`src/rtl/iq_age_select_pkg.sv`:
```
// Shared constants for the instruction-queue oldest-first select arbiter.
package iq_age_select_pkg;

  localparam int IQ_DEPTH_DEF = 8;

endpackage

```
`src/rtl/iq_age_matrix.sv`:
```
// Age/valid storage for the IQ select: alloc/clear update and per-entry
// "some older entry is requesting" mask.
module iq_age_matrix
  import iq_age_select_pkg::*;
#(
  parameter  int IQ_DEPTH = IQ_DEPTH_DEF,
  localparam int IQ       = $clog2(IQ_DEPTH)
) (
  input  logic                clk,
  input  logic                reset_,
  input  logic                flush_,
  input  logic                alloc_en,
  input  logic [IQ-1:0]       alloc_id,
  input  logic                clr_en,
  input  logic [IQ-1:0]       clr_id,
  input  logic [IQ_DEPTH-1:0] req,
  output logic [IQ_DEPTH-1:0] valid,
  output logic [IQ_DEPTH-1:0] older_req
);

  // age[i][j] = 1 means entry i is older than entry j
  logic [IQ_DEPTH-1:0] age [IQ_DEPTH];
  logic [IQ_DEPTH-1:0] clr_mask;
  logic [IQ_DEPTH-1:0] alloc_mask;
  logic [IQ_DEPTH-1:0] survivors;

  // NOTE: every signal written in always_comb gets a default first, otherwise a latch is inferred.
  always_comb begin
    clr_mask   = '0;
    alloc_mask = '0;
    if (clr_en)   clr_mask[clr_id]     = 1'b1;
    if (alloc_en) alloc_mask[alloc_id] = 1'b1;
  end

  assign survivors = valid & ~clr_mask;

  // NOTE: the age matrix is a small flop array, not a RAM, so it is cleared by reset like any register.
  // NOTE: state is written with non-blocking assignments so every bit samples pre-edge values.
  always_ff @(posedge clk or negedge reset_) begin
    if (!reset_) begin
      valid <= '0;
      for (int i = 0; i < IQ_DEPTH; i++) age[i] <= '0;
    end else if (!flush_) begin
      valid <= '0;
      for (int i = 0; i < IQ_DEPTH; i++) age[i] <= '0;
    end else begin
      valid <= survivors | alloc_mask;
      if (alloc_en) begin
        // Newcomer is younger than every entry that survives this cycle.
        for (int i = 0; i < IQ_DEPTH; i++) begin
          for (int j = 0; j < IQ_DEPTH; j++) begin
            if (i == int'(alloc_id))      age[i][j] <= 1'b0;
            else if (j == int'(alloc_id)) age[i][j] <= survivors[i];
          end
        end
      end
    end
  end

  always_comb begin
    older_req = '0;
    for (int i = 0; i < IQ_DEPTH; i++) begin
      for (int j = 0; j < IQ_DEPTH; j++) begin
        if (j != i) older_req[i] = older_req[i] | (req[j] & age[j][i]);
      end
    end
  end

endmodule

```
`src/rtl/iq_age_select.sv`:
```
// Oldest-first issue select for the instruction queue. Define IQ_SELECT_OUTREG_EN
// to register the grant (issue one cycle after request); default is combinational.
module iq_age_select
  import iq_age_select_pkg::*;
#(
  parameter  int IQ_DEPTH = IQ_DEPTH_DEF,
  localparam int IQ       = $clog2(IQ_DEPTH)
) (
  input  logic                clk,
  input  logic                reset_,
  input  logic                flush_,
  input  logic                alloc_e_,
  input  logic [IQ-1:0]       alloc_id,
  input  logic [IQ_DEPTH-1:0] ready,
  input  logic                issue_stall,
  output logic                issue_e_,
  output logic [IQ-1:0]       issue_id,
  output logic [IQ_DEPTH-1:0] valid,
  output logic                empty
);

  logic [IQ_DEPTH-1:0] req;
  logic [IQ_DEPTH-1:0] older_req;
  logic [IQ_DEPTH-1:0] win;
  logic [IQ-1:0]       win_id;
  logic                clr_en;
  logic [IQ-1:0]       clr_id;
  logic [IQ_DEPTH-1:0] pend_mask;

  iq_age_matrix #(.IQ_DEPTH(IQ_DEPTH)) u_matrix (
    .clk       (clk),
    .reset_    (reset_),
    .flush_    (flush_),
    .alloc_en  (~alloc_e_),
    .alloc_id  (alloc_id),
    .clr_en    (clr_en),
    .clr_id    (clr_id),
    .req       (req),
    .valid     (valid),
    .older_req (older_req)
  );

  assign req = valid & ready & ~pend_mask & {IQ_DEPTH{~issue_stall & flush_}};
  assign win = req & ~older_req;

  always_comb begin
    win_id = '0;
    for (int i = 0; i < IQ_DEPTH; i++) begin
      if (win[i]) win_id = win_id | IQ'(i);
    end
  end

`ifdef IQ_SELECT_OUTREG_EN
  logic          pend_v;
  logic [IQ-1:0] pend_id;

  always_ff @(posedge clk or negedge reset_) begin
    if (!reset_) begin
      pend_v  <= 1'b0;
      pend_id <= '0;
    end else begin
      pend_v  <= flush_ & (|req);
      pend_id <= win_id;
    end
  end

  // The registered winner is still valid while it fires; keep it out of req.
  always_comb begin
    pend_mask = '0;
    if (pend_v) pend_mask[pend_id] = 1'b1;
  end

  assign issue_e_ = ~(pend_v & flush_);
  assign issue_id = (pend_v & flush_) ? pend_id : '0;
  assign clr_en   = pend_v;
  assign clr_id   = pend_id;
`else
  assign pend_mask = '0;
  assign issue_e_  = ~(|req);
  assign issue_id  = win_id;
  assign clr_en    = |req;
  assign clr_id    = win_id;
`endif

  assign empty = ~(|valid);

  a_one_winner : assert property (@(posedge clk) disable iff (!reset_) $onehot0(win))
    else $error("iq_age_select: more than one grant winner");

  a_alloc_free : assert property (@(posedge clk) disable iff (!reset_)
                                  (!alloc_e_ && flush_) |-> !valid[alloc_id])
    else $error("iq_age_select: alloc to an already-valid entry");

  a_alloc_not_issued : assert property (@(posedge clk) disable iff (!reset_)
                                        (!alloc_e_ && flush_ && clr_en) |-> (alloc_id != clr_id))
    else $error("iq_age_select: alloc_id equals the id being issued");

endmodule

```
`config.mk`:
```
export PLATFORM = sky130hd
export DESIGN_NAME = iq_age_select
export DESIGN_NICKNAME = d
export VERILOG_FILES = /design/src/rtl/iq_age_select_pkg.sv /design/src/rtl/iq_age_matrix.sv /design/src/rtl/iq_age_select.sv
export SDC_FILE = /design/constraint.sdc
export NUM_CORES = 1
export LEC_CHECK = 0
export ABC_AREA = 1
export ABC_CLOCK_PERIOD_IN_PS = 2000
export CAP_MARGIN = 20
export CELL_PAD_IN_SITES_DETAIL_PLACEMENT = 1
export CELL_PAD_IN_SITES_GLOBAL_PLACEMENT = 2
export CORE_ASPECT_RATIO = 0.7
export CORE_MARGIN = 2
export CORE_UTILIZATION = 33
export DETAILED_ROUTE_END_ITERATION = 8
export PLACE_DENSITY_LB_ADDON = 0.1
export SKIP_CTS_REPAIR_TIMING = 1
export SLEW_MARGIN = 0
export SYNTH_ARGS = -nofsm -noshare
export SYNTH_HDL_FRONTEND = slang
export SYNTH_SLANG_ARGS = --single-unit
```
`constraint.sdc`:
```
create_clock -name clk -period 2 [get_ports clk]
set_input_delay 0.4 -clock clk [delete_from_list [all_inputs] [get_ports clk]]
set_output_delay 0.4 -clock clk [all_outputs]
set_load 0.005 [all_outputs]
```
==> metrics.md, run 1 <==
| Metric | Value |
|---|---|
| Outcome | finished with violations |
| Failing checks | setup timing |
| Post-Route WL | around 17 mm |
| P&R area growth vs syn | 52.4% |
| Initial antenna violation count | 0 |
| Drt drc | 0 |
| FMAX | between 0.4 and 0.5 GHz |
| Final GP Congestion | between 0.9 and 1 |
| Worst hold path class | input port to asynchronous set/reset pin |
| GRT met2 Usage | 0.399 |
| Sequential element share of the synthesized area | 0.396 |
| Fillers | 1326 |
| Setup Skew | between 0.007 and 0.008 ns |
| Final Max Tran Viols | 0 |
| Fin crit period | 2.21 ns |
| Router iterations before antenna repair | 5 |
| Core Area | 10500 um^2 |
| Total track usage | 0.279 |
| First-pass GRT wire length | 24.0 mm |
| Clk Latency, worst-skew pair | approximately 0.34 ns |
| Hold WS | roughly 0.10 ns |
| Area leader, netlist | dfrtp_1 |
| Max stage delay on crit path | ~0.43 ns |
| Setup crit end kind | output port |
| Drt wl/cell | about 21 um |
| RSZ-0062 raised after global routing | true |
| Pin count of the biggest net entering global routing | 22 |
| Finish-stage setup viols | 31 |
| Die X-Extent | between 100 and 150 um |
| CTS clock-pin slew for the worst setup and hold paths | approximately 0.060 ns |
| Die Footprint | 11800 um^2 |
| Root buf cell | clkbuf_16 |
| Hold Vio Cnt, Final | 0 |
| Met1 Use GR | 0.414 |
| Initial core utilization | 0.344 |
| GR peak layer | met1 |
| CP cell instances | nand2_2, buf_6, nor2_4, nor2_2, nand2_2, nor2_2, nand2_2, buf_6, nand2_4, inv_4, nand2_8, buf_6 |
| Critical path class | flop to output port |
| Syn nets | between 500 and 600 |
| Vias in the first global route | approximately 4100 |
| CTS tree | done |
| Final Net Count | approximately 660 |
| Post-synthesis average cell area | 6.98 um^2 |
| Yosys warns | 0 |
| Met3 GRT Util | 0.0884 |
| Crit path DAT | approximately 1.8 ns |
| Std-Cell Rows | 31 |
| I/O Buffers | 28 |
| Critical Path RT | 1.60 ns |
| Cts bufs inserted | 9 |
| Post-route antenna net violation count | 0 |
| Ports | 29 |
| Leakage | between 2 and 3 nW |
| Initial DRC count | between 300 and 400 |
| Largest cells by area after synthesis | dfrtp_1 (40%), nand2_1 (21%), nand4_1 (8.7%), inv_1 (6.7%), nor2_1 (5.0%) |
| Global route overflow | 0 |
| Slew headroom | 0.544 |
| #FFs+latches synth | 57 |
| Critical Path Source Type | flop |
| Diode count | 0 |
| Crit Path Max Fanout | 3 |
| CTS H-tree depth | 3 |
| Num Clock Sinks | 57 |
| Share of cells above drive strength 1 | 0.352 |
| Final WS setup | -0.215 ns |
| Crit-path slowest cell | dfrtp_1 |
| Clock buffer depth | 2 |
| Post-Syn Instances | a little over 500 |
| PwrDens | around 640 nW/um^2 |
| Worst-margin pin slew | about 0.68 ns |
| Die H | approximately 91 um |
| Dpl ws | -0.999 ns |
| Post-synthesis cell area | 3600 um^2 |
| Tcrit/Tclk final | 1.11 |
| Via density per instance | between 5 and 6 |
| Synth top area share | 0.396 |
| DR vias | ~4000 |
| Post-DP HPWL | roughly 12 mm |
| Worst vdd rail ir drop | about 0.00035 V |
| Synth cell types | 27 |
| Max cap viols | 0 |
[per-stage QoR]
step | instances | instance area, um^2 | utilization | power (mW) | TNS [ns]
2_1_floorplan | 516 | 3600 | - | 1.43 | 0
3_3_place_gp | 738 | 4560 | 0.436 | 1.72 | -50.65
3_5_place_dp | 738 | 4560 | 0.436 | 1.73 | -52.08
4_1_cts | 754 | 4900 | 0.468 | 3.48 | -33.14
5_1_grt | 780 | 5490 | 0.524 | 3.63 | -7.77
6_report | 780 | 5490 | 0.524 | 3.53 | -2.05
[kinds of logic after synthesis]
group,count (synthesis),share of synthesized area
AO/OA/AOI/OAI,33,0.0507
AND/OR/NAND/NOR,341,0.455
flip-flops,57,0.396
buffers and inverters,85,0.0986
[Yosys cell counts (all sizes together)]
| cell type | number |
|---|---|
| buf | 12 |
| o21ai | 22 |
| nor4 | 2 |
| nand2 | 217 |
| nor2 | 63 |
| dfrtp | 57 |
| clkinv | 1 |
| nand3 | 8 |
| nor3 | 1 |
| o211ai | 1 |
| nand4 | 50 |
| inv | 71 |
| clkbuf | 1 |
| a21oi | 10 |
[layer usage]
metal  up-vias  wire length [um]  part of all wire
li1       1889                 -                 -
met1      2026              7830              0.47
met2       156              7190              0.43
met3        31              1290             0.078
met4         0               302             0.018
met5         -                 0                 0
[final timing paths]
check                                  start          endpoint  slack, ns  depth (start not counted)
setup reg to reg           u_matrix.valid[5]  u_matrix.age[41]      -0.09                         16
max in group asynchronous             reset_  u_matrix.age[46]       1.33                          2
hold / removal                        reset_  u_matrix.age[59]       0.10                          1
setup / recovery           u_matrix.valid[7]       issue_id[0]      -0.21                         12
min in group clk             u_matrix.age[6]   u_matrix.age[6]       0.48                          2
hold reg to reg              u_matrix.age[6]   u_matrix.age[6]       0.48                          2
[where the power goes]
group          switching, mW  total (mW)  leakage (nW)  internal (mW)
Combinational          0.338       0.568          1.99          0.230
Sequential            0.0295        1.21         0.789           1.19
Clock                  0.591        1.75         0.155           1.16
[cells in the final DEF, fill, tap and decap left out, types with 2 or more instances in the layout]
| cell type | count |
|---|---|
| buf_6 | 24 |
| a21oi_1 | 2 |
| nand2_1 | 167 |
| clkdlybuf4s50_1 | 11 |
| clkbuf_16 | 9 |
| nand3_1 | 7 |
| nand2_2 | 31 |
| clkbuf_2 | 3 |
| clkinvlp_4 | 2 |
| inv_1 | 58 |
| clkbuf_8 | 2 |
| bufinv_16 | 2 |
| nand2_4 | 14 |
| dlymetal6s2s_1 | 9 |
| a21oi_2 | 8 |
| inv_4 | 3 |
| nand4_1 | 50 |
| nor2_4 | 17 |
| buf_4 | 72 |
| dfrtp_1 | 56 |
| o21ai_0 | 18 |
| nand2_8 | 5 |
| buf_12 | 6 |
| nor2_1 | 34 |
| nor2_2 | 12 |
| o21ai_1 | 4 |
| inv_2 | 8 |
| buf_2 | 3 |
[sequential cells by signal, indices dropped and copies added (netlist names)]
register        flops
u_matrix.age       49
u_matrix.valid      8
[layout make-up]
class / count / area (um^2) / share of cell area
clock inverters: 4 / 75.1 / 0.0137
repair buffers: 128 / 1180 / 0.215
clock buffers: 12 / 256 / 0.0467
inverters: 72 / 290 / 0.0528
flip-flops and latches: 57 / 1430 / 0.260
well taps: 132 / 165 / 0.0301
multi-input cells: 375 / 2090 / 0.381
[critical path: cells and delay by family, from the launching register on]
| family | cells | cell delay [ns] |
|---|---|---|
| buffers and inverters | 4 | 0.37 |
| DFF | 1 | 0.43 |
| and+or+nand+nor | 8 | 0.66 |
Power figures use the tool's default switching activity.
==> run 2, diff against run 1 <==
CORE_MARGIN = 4   (was 2)
GPL_TIMING_DRIVEN = 0   (was default)
PLACE_DENSITY_LB_ADDON = 0.12   (was 0.1)
==> run 2 against run 1 <==
Net effect:
- the run still ends with setup timing left
- highest routed layer unchanged
- largest cell class unchanged
- utilization decreased by 5.3 points
- critical path depth increased by 1
- clock skew fell by 0.0013 ns
- non-clock buffer count down 54
- wire length down 12%
- combinational power decreased by 18%
- final cell count shrank 5.0%
- global-route usage fell by 4.2 points
- total power decreased by 3.8%
==> metrics.md, run 2 (synthesized netlist as in run 1, its figures left out) <==
| Metric | Value |
|---|---|
| Pin count of the biggest net entering global routing | 58 (+160%) |
| Crit path DAT | 1.87 ns (+0.06 ns) |
| Global route overflow | 0 (unchanged) |
| Fin crit period | 2.27 ns (+0.0546 ns) |
| Worst vdd rail ir drop | 0.000463 V (+32%) |
| Highest Signal Layer | met4 |
| Post-Place Cell Area | 4060 um^2 (-11%) |
| Power, Total | 3.40 mW (-3.8%) |
| DR WL met3 | 691 um (-46%) |
| Tcrit/Tclk final | 1.13 (+0.0273) |
| RSZ-0062 raised after global routing | true |
| Num Clock Sinks | 57 (unchanged) |
| Most flops, register | u_matrix.age |
| Via density per instance | 5.02 (-4.5%) |
| Core Area | 10500 um^2 (+0.37%) |
| CP bufs+invs | 5 (+1) |
| Final Net Count | 604 (-8.3%) |
| DR vias | 3720 (-9.3%) |
| Hold WS | 0.150 ns (+0.0488 ns) |
| Post-DP HPWL | 10.2 mm (-14%) |
| Root buf cell | clkbuf_16 |
| I/O Buffers | 27 (-3.6%) |
| Crit-path slowest cell | dfrtp_1 |
| Initial core utilization | 0.343 (-0.00127) |
| Initial antenna violation count | 0 (unchanged) |
| Outcome | finished with violations |
| Router iterations before antenna repair | 4 (-1) |
| Leakage | 2.63 nW (-10%) |
| R2r setup slk | -0.16 ns (-0.07 ns) |
| Initial DRC count | 211 (-39%) |
| Leading cell type in the layout, fill and taps excluded | nand2_1 |
| Critical Path RT | 1.60 ns (about the same) |
| Drt drc | 0 (unchanged) |
| Critical path class | flop to output port |
| Final instance count without filler cells | 741 (-5.0%) |
| Vias in the first global route | 3774 (-6.9%) |
| Critical Path Source Type | flop |
| Diode count | 0 (unchanged) |
| CTS clock-pin slew for the worst setup and hold paths | 0.06 ns (about the same) |
| Final GP Congestion | 0.816 (-10%) |
| Clk Latency, worst-skew pair | 0.34 ns (about the same) |
| PwrDens | 686 nW/um^2 (+6.6%) |
| Worst hold path class | input port to asynchronous set/reset pin |
| Largest regs | u_matrix.age (49), u_matrix.valid (8) |
| Crit path launch | u_matrix.valid[3] |
| CP cell instances | buf_6, nand2_4, nor2_4, buf_6, buf_6, nand2_2, nand2_1, nor2_1, nand2_1, nand2_2, inv_2, nand2_4, buf_6 |
| Dpl ws | -1.01 ns (-0.00819 ns) |
| Fillers | 1299 (-2.0%) |
| Worst path top cell family by delay | simple AND/OR/NAND/NOR gates |
| Post-route antenna net violation count | 0 (unchanged) |
| Most frequent cells in the layout | nand2_1 (179), dfrtp_1 (57), inv_1 (56) |
| Std-Cell Rows | 31 (unchanged) |
| Cts bufs inserted | 9 (unchanged) |
| Setup Skew | 0.00583 ns (-0.00130 ns) |
| Drt wl/cell | 19.8 um (-7.1%) |
| Share of cells above drive strength 1 | 0.265 (-0.0871) |
| Routed wl met2 | 6.34 mm (-12%) |
| Die X-Extent | 133 um (+3.1%) |
| Wl on met1 | 7.44 mm (-4.9%) |
| Worst-margin pin slew | 0.816 ns (+0.131 ns) |
| Die Footprint | 12700 um^2 (+7.6%) |
| Ports | 29 (unchanged) |
| Fin area | 4960 um^2 (-9.7%) |
| DP Cell Count | 691 (-6.4%) |
| Setup crit end kind | output port |
| Clock buffer depth | 2 (unchanged) |
| Final WS setup | -0.269 ns (-0.0546 ns) |
| Slew headroom | 0.456 (-0.0876) |
| Max stage delay on crit path | 0.36 ns (-0.07 ns) |
| Final Max Tran Viols | 0 (unchanged) |
| First-pass GRT wire length | 22.3 mm (-7.3%) |
| Final core utilization | 0.472 (-0.0526) |
| Hold Vio Cnt, Final | 0 (unchanged) |
| CTS tree | done |
| R2R Path Start | u_matrix.valid[3] |
| CTS H-tree depth | 3 (unchanged) |
| Crit Path Max Fanout | 6 (+3) |
| P&R area growth vs syn | 37.6% |
| Post-Route WL | 14.7 mm (-12%) |
| Total track usage | 0.237 (-0.0420) |
| TNS Setup | -6.42 ns (-4.37 ns) |
| Max cap viols | 0 (unchanged) |
| FMAX | 0.441 GHz (-2.4%) |
| Finish-stage setup viols | 62 (+100%) |
| Most common cell on crit path | buf_6 |
| Max reg flops | 49 (unchanged) |
| Die H | 95.4 um (+4.4%) |
| Failing checks | setup timing |
run 2: path summary, 6_finish.rpt:
check | endpoint | cells past startpoint
max | issue_id[2] | 13
min reg2reg | u_matrix.age[5] | 2
min in group clk | u_matrix.age[60] | 3
min | u_matrix.age[55] | 1
max reg2reg | u_matrix.age[47] | 17
max in group asynchronous | u_matrix.age[23] | 1
run 2: power by group:
part	internal [mW]	total (mW)	switching, mW
registers	1.18	1.21	0.0213
clock network	1.13	1.73	0.603
logic	0.151	0.465	0.314
total	2.46	3.40	0.938
run 2: worst reg2reg max path, cell delays in order (launching register included):
cell	delay [ns]
dfrtp_1	0.36
buf_6	0.15
nand2_4	0.06
nor2_4	0.20
buf_6	0.14
buf_6	0.08
nand2_2	0.03
nand2_1	0.05
nor2_1	0.04
nand2_1	0.07
nand2_2	0.09
inv_2	0.08
nand2_4	0.06
buf_4	0.14
nor2_4	0.14
nand2_4	0.13
nand4_1	0.13
nand2_1	0.08
run 2: layer usage:
metal,GRT usage,vias up
met5,0,-
met4,0.0709,0
met3,0.0554,14
met2,0.349,87
met1,0.346,1840
li1,-,1779
run 2: layout make-up:
| cell class | count | area [um^2] | area share |
|---|---|---|---|
| multi-input cells | 374 | 2050 | 0.413 |
| clock inverters | 6 | 88.8 | 0.0179 |
| clock buffers | 10 | 239 | 0.0482 |
| repair buffers | 61 | 553 | 0.112 |
| plain buffers | 13 | 133 | 0.0267 |
| flip-flops and latches | 57 | 1430 | 0.288 |
| inverters | 72 | 287 | 0.0578 |
| well taps | 148 | 185 | 0.0373 |
